File: config.mk
export PLATFORM = sky130hd
export DESIGN_NAME = frame_mem_arbiter
export DESIGN_NICKNAME = d
export VERILOG_FILES = /design/src/rtl/frame_mem_pkg.sv /design/src/rtl/frame_mem_arbiter_rr_pick.sv /design/src/rtl/frame_mem_arbiter.sv
export SDC_FILE = /design/constraint.sdc
export NUM_CORES = 1
export LEC_CHECK = 0
export BUFFER_PORTS_ARGS = -buffer_cell sky130_fd_sc_hd__buf_2
export CAP_MARGIN = 20
export CORE_UTILIZATION = 47
export DETAILED_ROUTE_END_ITERATION = 8
export PLACE_DENSITY = 0.81
export RECOVER_POWER = 50
export SLEW_MARGIN = 20
export SYNTH_ARGS = -nofsm -noshare
export SYNTH_HDL_FRONTEND = slang
export SYNTH_HIERARCHICAL = 1
export SYNTH_SLANG_ARGS = --single-unit
File: constraint.sdc
create_clock -name clk -period 2.25 [get_ports clk]
set_input_delay 0.225 -clock clk [delete_from_list [all_inputs] [get_ports clk]]
set_output_delay 0.225 -clock clk [all_outputs]
set_load 0.01 [all_outputs]
File: src/rtl/frame_mem_pkg.sv
// Shared constants and types for the ZBT frame-buffer arbiter.
// Frame geometry, pixel-address widths and the per-access pipeline tag live here.
package frame_mem_pkg;

  localparam int ADDR_W     = 19;
  localparam int DATA_W     = 36;
  localparam int ZBT_LAT    = 2;
  localparam int IDX_W      = 2;

  localparam int IMG_WIDTH  = 640;
  localparam int IMG_HEIGHT = 480;
  localparam int X_W        = 10;
  localparam int Y_W        = 9;

  localparam logic [9:0] CHROMA_NEUTRAL = 10'd512;

  typedef struct packed {
    logic              valid;
    logic              we;
    logic [IDX_W-1:0]  idx;
    logic [DATA_W-1:0] wdata;
  } stage_t;

  function automatic logic [ADDR_W-1:0] pix_addr(input logic [Y_W-1:0] y,
                                                 input logic [X_W-1:0] x);
    return {y, x};
  endfunction

endpackage

File: src/rtl/frame_mem_arbiter_rr_pick.sv
// Combinational round-robin picker: rotate requests so the pointer is bit 0,
// isolate the lowest set bit, rotate the one-hot result back.
module rr_pick #(
  parameter int N     = 3,
  parameter int PTR_W = 2
) (
  input  logic [N-1:0]     req,
  input  logic [PTR_W-1:0] ptr,
  output logic [N-1:0]     grant
);

  logic [N-1:0] req_rot;
  logic [N-1:0] pick_rot;

  always_comb begin
    req_rot  = N'({req, req} >> ptr);
    pick_rot = req_rot & (~req_rot + N'(1));
    grant    = N'(({pick_rot, pick_rot} << ptr) >> N);
  end

endmodule

File: src/rtl/frame_mem_arbiter.sv
// Single-port ZBT frame-buffer arbiter with in-order read return.
// Optional macro FRAME_MEM_DISPLAY_PRIORITY_EN gives requester 0 absolute priority.
module frame_mem_arbiter
  import frame_mem_pkg::*;
#(
  parameter int NUM_REQ = 3
) (
  input  logic                      clk,
  input  logic                      reset,
  input  logic [NUM_REQ-1:0]        req_valid,
  input  logic [NUM_REQ-1:0]        req_we,
  input  logic [NUM_REQ*ADDR_W-1:0] req_addr,
  input  logic [NUM_REQ*DATA_W-1:0] req_wdata,
  output logic [NUM_REQ-1:0]        req_ready,
  output logic [NUM_REQ-1:0]        rd_valid,
  output logic [DATA_W-1:0]         rd_data,
  output logic [ADDR_W-1:0]         mem_addr,
  output logic                      mem_we,
  output logic [DATA_W-1:0]         mem_wdata,
  output logic                      mem_wdata_oe,
  input  logic [DATA_W-1:0]         mem_rdata
);

  logic [IDX_W-1:0]   rr_ptr;
  logic [IDX_W-1:0]   grant_idx;
  logic [NUM_REQ-1:0] pick_req;
  logic [NUM_REQ-1:0] pick_grant;
  logic [NUM_REQ-1:0] grant;
  logic               granted;
  logic               ptr_adv;
  logic [ADDR_W-1:0]  sel_addr;
  logic [DATA_W-1:0]  sel_wdata;
  logic               sel_we;
  stage_t             new_stage;
  stage_t             stage [ZBT_LAT+1];

`ifdef FRAME_MEM_DISPLAY_PRIORITY_EN
  assign pick_req = {req_valid[NUM_REQ-1:1], 1'b0};
`else
  assign pick_req = req_valid;
`endif

  rr_pick #(.N(NUM_REQ), .PTR_W(IDX_W)) u_pick (
    .req   (pick_req),
    .ptr   (rr_ptr),
    .grant (pick_grant)
  );

  always_comb begin
    grant = pick_grant;
`ifdef FRAME_MEM_DISPLAY_PRIORITY_EN
    if (req_valid[0]) grant = NUM_REQ'(1);
`endif
    if (reset) grant = '0;
  end

  assign req_ready = grant;
  assign granted   = |grant;

`ifdef FRAME_MEM_DISPLAY_PRIORITY_EN
  assign ptr_adv = granted && !grant[0];
`else
  assign ptr_adv = granted;
`endif

  always_comb begin
    grant_idx = '0;
    sel_addr  = '0;
    sel_wdata = '0;
    sel_we    = 1'b0;
    for (int i = 0; i < NUM_REQ; i++) begin
      if (grant[i]) begin
        grant_idx = IDX_W'(i);
        sel_addr  = req_addr[i*ADDR_W +: ADDR_W];
        sel_wdata = req_wdata[i*DATA_W +: DATA_W];
        sel_we    = req_we[i];
      end
    end
    new_stage.valid = granted;
    new_stage.we    = sel_we;
    new_stage.idx   = grant_idx;
    new_stage.wdata = sel_we ? sel_wdata : '0;
  end

  // Tag stage k describes the access whose address phase was k cycles ago.
  always_ff @(posedge clk) begin
    if (reset) begin
      rr_ptr   <= '0;
      mem_addr <= '0;
      mem_we   <= 1'b0;
      rd_valid <= '0;
      rd_data  <= '0;
      for (int k = 0; k <= ZBT_LAT; k++) stage[k] <= '0;
    end else begin
      if (ptr_adv)
        rr_ptr <= (grant_idx == IDX_W'(NUM_REQ-1)) ? '0 : grant_idx + IDX_W'(1);
      if (granted) mem_addr <= sel_addr;
      mem_we   <= granted & sel_we;
      stage[0] <= new_stage;
      for (int k = 1; k <= ZBT_LAT; k++) stage[k] <= stage[k-1];
      rd_valid <= '0;
      if (stage[ZBT_LAT].valid && !stage[ZBT_LAT].we) begin
        rd_valid <= NUM_REQ'(1) << stage[ZBT_LAT].idx;
        rd_data  <= mem_rdata;
      end
    end
  end

  assign mem_wdata    = stage[ZBT_LAT].wdata;
  assign mem_wdata_oe = stage[ZBT_LAT].valid & stage[ZBT_LAT].we;

endmodule

==> impl_metrics.json <==
{
  "outcome": "finished with violations",
  "violations": "DRC",
  "vias": 6046,
  "p_seq_share_pct": 44.2,
  "critical_path_class": "reg2out",
  "leakage_nw": 3.89,
  "start_kind": "flip-flop",
  "ys_async_sr_fraction_pct": 0,
  "hold_class": "in2reg",
  "via_per_inst": 4.86,
  "finalCritPeriodShare_pct": 94.4,
  "cap_violations": 0,
  "synthDistinctLibCells": 35,
  "dpl.hpwl_um": 13400,
  "final_core_utilization_pct": 62.7,
  "final_max_slew_viol_count": 0,
  "max_freq_mhz": 471,
  "grt_pass1_wl_um": 28800,
  "power_density_mw_per_mm2": 832,
  "cts_root_buffer": "clkbuf_16",
  "drc": 22,
  "yosysMostFrequentCell": "dfxtp_1",
  "wl_per_cell_um": 15.0,
  "synth.yosys.seq_area_share_pct": 51.1,
  "clock_path_buffers": 2,
  "period_needed_ns": 2.12,
  "synth_seq_cells": 181,
  "cts_tree": "built",
  "worst_pin_slew_ns": 0.994,
  "power_switching_share_pct": 22.9,
  "rsz0062_at_grt": "no",
  "setup_viol": 0,
  "clk-insertion-delay-late_ns": 0.41,
  "grt_max_degree": 63,
  "synth_edf_count": 0,
  "syn_area_mm2": 0.00709,
  "ant_nets": 0,
  "clkPwrFrac_pct": 43.5,
  "clock_sinks": 181,
  "clock_skew_ns": 0.00609,
  "avgSynthCellArea_um2": 8.93,
  "arrival_ns": 1.90,
  "gp_congestion": 0.877,
  "first_iter_violations": 379,
  "drt_pass1_iterations": 7,
  "synthFlopType": "dfxtp_1",
  "fin_setup_tns_ns": 0,
  "initial_core_util_pct": 48.4,
  "final_nets": 1254,
  "die_area_mm2": 0.0156,
  "r2r-start": "rr_ptr[1]$_SDFFE_PP0P_",
  "layout-drive-gt1-share_pct": 30.3,
  "critical_path.max_fanout": 7,
  "rows": 44,
  "cts-htree-levels": 4,
  "syn-num-nets": 1003,
  "ff2ff_path_depth": 7,
  "syn_to_final_growth_pct": 29.5,
  "p_int_mw": 5.88,
  "grt_pass1_vias": 5799,
  "synth_area_leaders": "dfxtp_1 (51%), nand2_1 (8.5%), nor2b_1 (7.4%)",
  "yosysWarnings": 6,
  "synthCells": 794,
  "crit_path_end_kind": "primary output",
  "chipHeight_um": 125,
  "cts_buffers": 17,
  "vdd_drop_max_mv": 0.529,
  "coreArea_mm2": 0.0146,
  "required_ns": 2.03,
  "routed_wirelength_um": 18700,
  "synth_top_cell_area_share_pct": 51.1,
  "port_buffers": 307,
  "min_from": "mem_rdata[9]",
  "fill_cells": 1311,
  "rr_endpoint": "stage[0][6]$_SDFF_PP0_",
  "yosysTopAreaCell": "dfxtp_1",
  "die_x_um": 125,
  "antenna_found_initial": 1,
  "final_hold_viol_count": 0,
  "combPwrFrac_pct": 12.3,
  "rrSetupSlack_ns": 0.20,
  "path_clk_slew_ns": 0.06,
  "holdPathStages": 3,
  "grt.total_usage_pct": 23.8,
  "yosys-top-cells-count": "dfxtp_1 (181), nand2_1 (160), nor2b_1 (84)",
  "pin_count": 308,
  "grt-ovfl-total": 0,
  "hold_path_end": "rd_data[9]$_SDFFE_PP0P_",
  "p_switching_mw": 1.75,
  "slew_headroom_pct": 33.7
}
[critical path, stage by stage (launching register included)]
cell	delay, ns
dfxtp_1	0.44
nand2b_1	0.21
o221a_2	0.32
buf_4	0.20
inv_1	0.07
nor2_1	0.08
buf_2	0.16
[metal layers]
layer	vias up	global-route usage [%]	routed length [um]
li1	3056	-	-
met1	2735	27.5	7980
met2	216	41.4	9210
met3	39	6.14	944
met4	0	9.95	512
met5	-	0	0
[worst max-delay path by stage]
stage | depth (start not counted) | to | startpoint
after floorplan | 7 | mem_addr[8]$_SDFFE_PP0P_ | rr_ptr[1]$_SDFFE_PP0P_
after global placement | 6 | stage[0][14]$_SDFF_PP0_ | rr_ptr[1]$_SDFFE_PP0P_
after detailed placement | 6 | stage[0][6]$_SDFF_PP0_ | rr_ptr[1]$_SDFFE_PP0P_
after CTS | 5 | req_ready[2] | rr_ptr[1]$_SDFFE_PP0P_
after global routing | 5 | req_ready[2] | rr_ptr[1]$_SDFFE_PP0P_
final | 6 | req_ready[0] | rr_ptr[1]$_SDFFE_PP0P_
[registers in the layout, summed over array words and instances (netlist names)]
signal / count
stage: 120
rd_data: 36
mem_addr: 19
rd_valid: 3
rr_ptr: 2
mem_we: 1
[cell usage in the layout, fill, tap and decap left out, drive strengths merged, types with 3 or more instances in the layout]
master	instances
a22o	3
dfxtp	181
a21o	36
nand3b	40
a21oi	80
nor2	4
nand2	160
o21ai	3
o31ai	16
inv	26
nor4b	3
bufinv	6
nand2b	16
a221oi	15
buf	265
clkinv	4
clkbuf	82
and2	15
nor2b	85
[metrics by stage]
stage	area (um^2)	hold slack, ns	total power, mW	setup WS, ns	std cells
final	9180	0.0431	7.63	0.127	1243
after global routing	9180	0.0278	7.94	0.00997	1243
after CTS	9230	0.0204	7.71	0.0283	1242
after detailed placement	8500	0.420	4.36	0.149	1206
after global placement	8500	0.416	4.35	0.279	1206
after floorplan	7090	0.333	3.98	0.210	794
[kinds of logic (layout without fill, tap and decap cells)]
logic type	count (synthesis)	after routing	share of synthesized area (%)
simple gates	330	330	24.3
flops	181	181	51.1
compound gates	156	156	14.7
buf+inv	122	386	9.11
mux	4	4	0.600
xor+xnor	1	1	0.124
other cells	0	1	0
[cell type report]
| class | instances | area [um^2] | area share [%] |
|---|---|---|---|
| well taps | 184 | 230 | 2.51 |
| multi-input cells | 491 | 2870 | 31.3 |
| clock inverters | 12 | 224 | 2.44 |
| inverters | 24 | 90.1 | 0.982 |
| clock buffers | 20 | 447 | 4.87 |
| diodes | 1 | 2.50 | 0.0273 |
| flip-flops and latches | 181 | 3620 | 39.5 |
| repair buffers | 330 | 1690 | 18.4 |
[power groups by stage]
| stage | Combinational [mW] | Clock, mW | Sequential, mW |
|---|---|---|---|
| floorplan | 0.519 | 0 | 3.46 |
| global placement | 0.906 | 0 | 3.44 |
| detailed placement | 0.920 | 0 | 3.44 |
| CTS | 0.946 | 3.39 | 3.37 |
| global route | 1.03 | 3.53 | 3.38 |
| finish | 0.938 | 3.32 | 3.37 |
[timing repair]
item	CTS	global route
gates resized for setup	0	6
buffers inserted	1	0
hold buffers	2	0
endpoints found under the hold margin	2	0
endpoints found under the setup margin	2	2
pin swaps	1	0
gates cloned	1	0
Note: power is estimated with default switching activity, not from simulation.
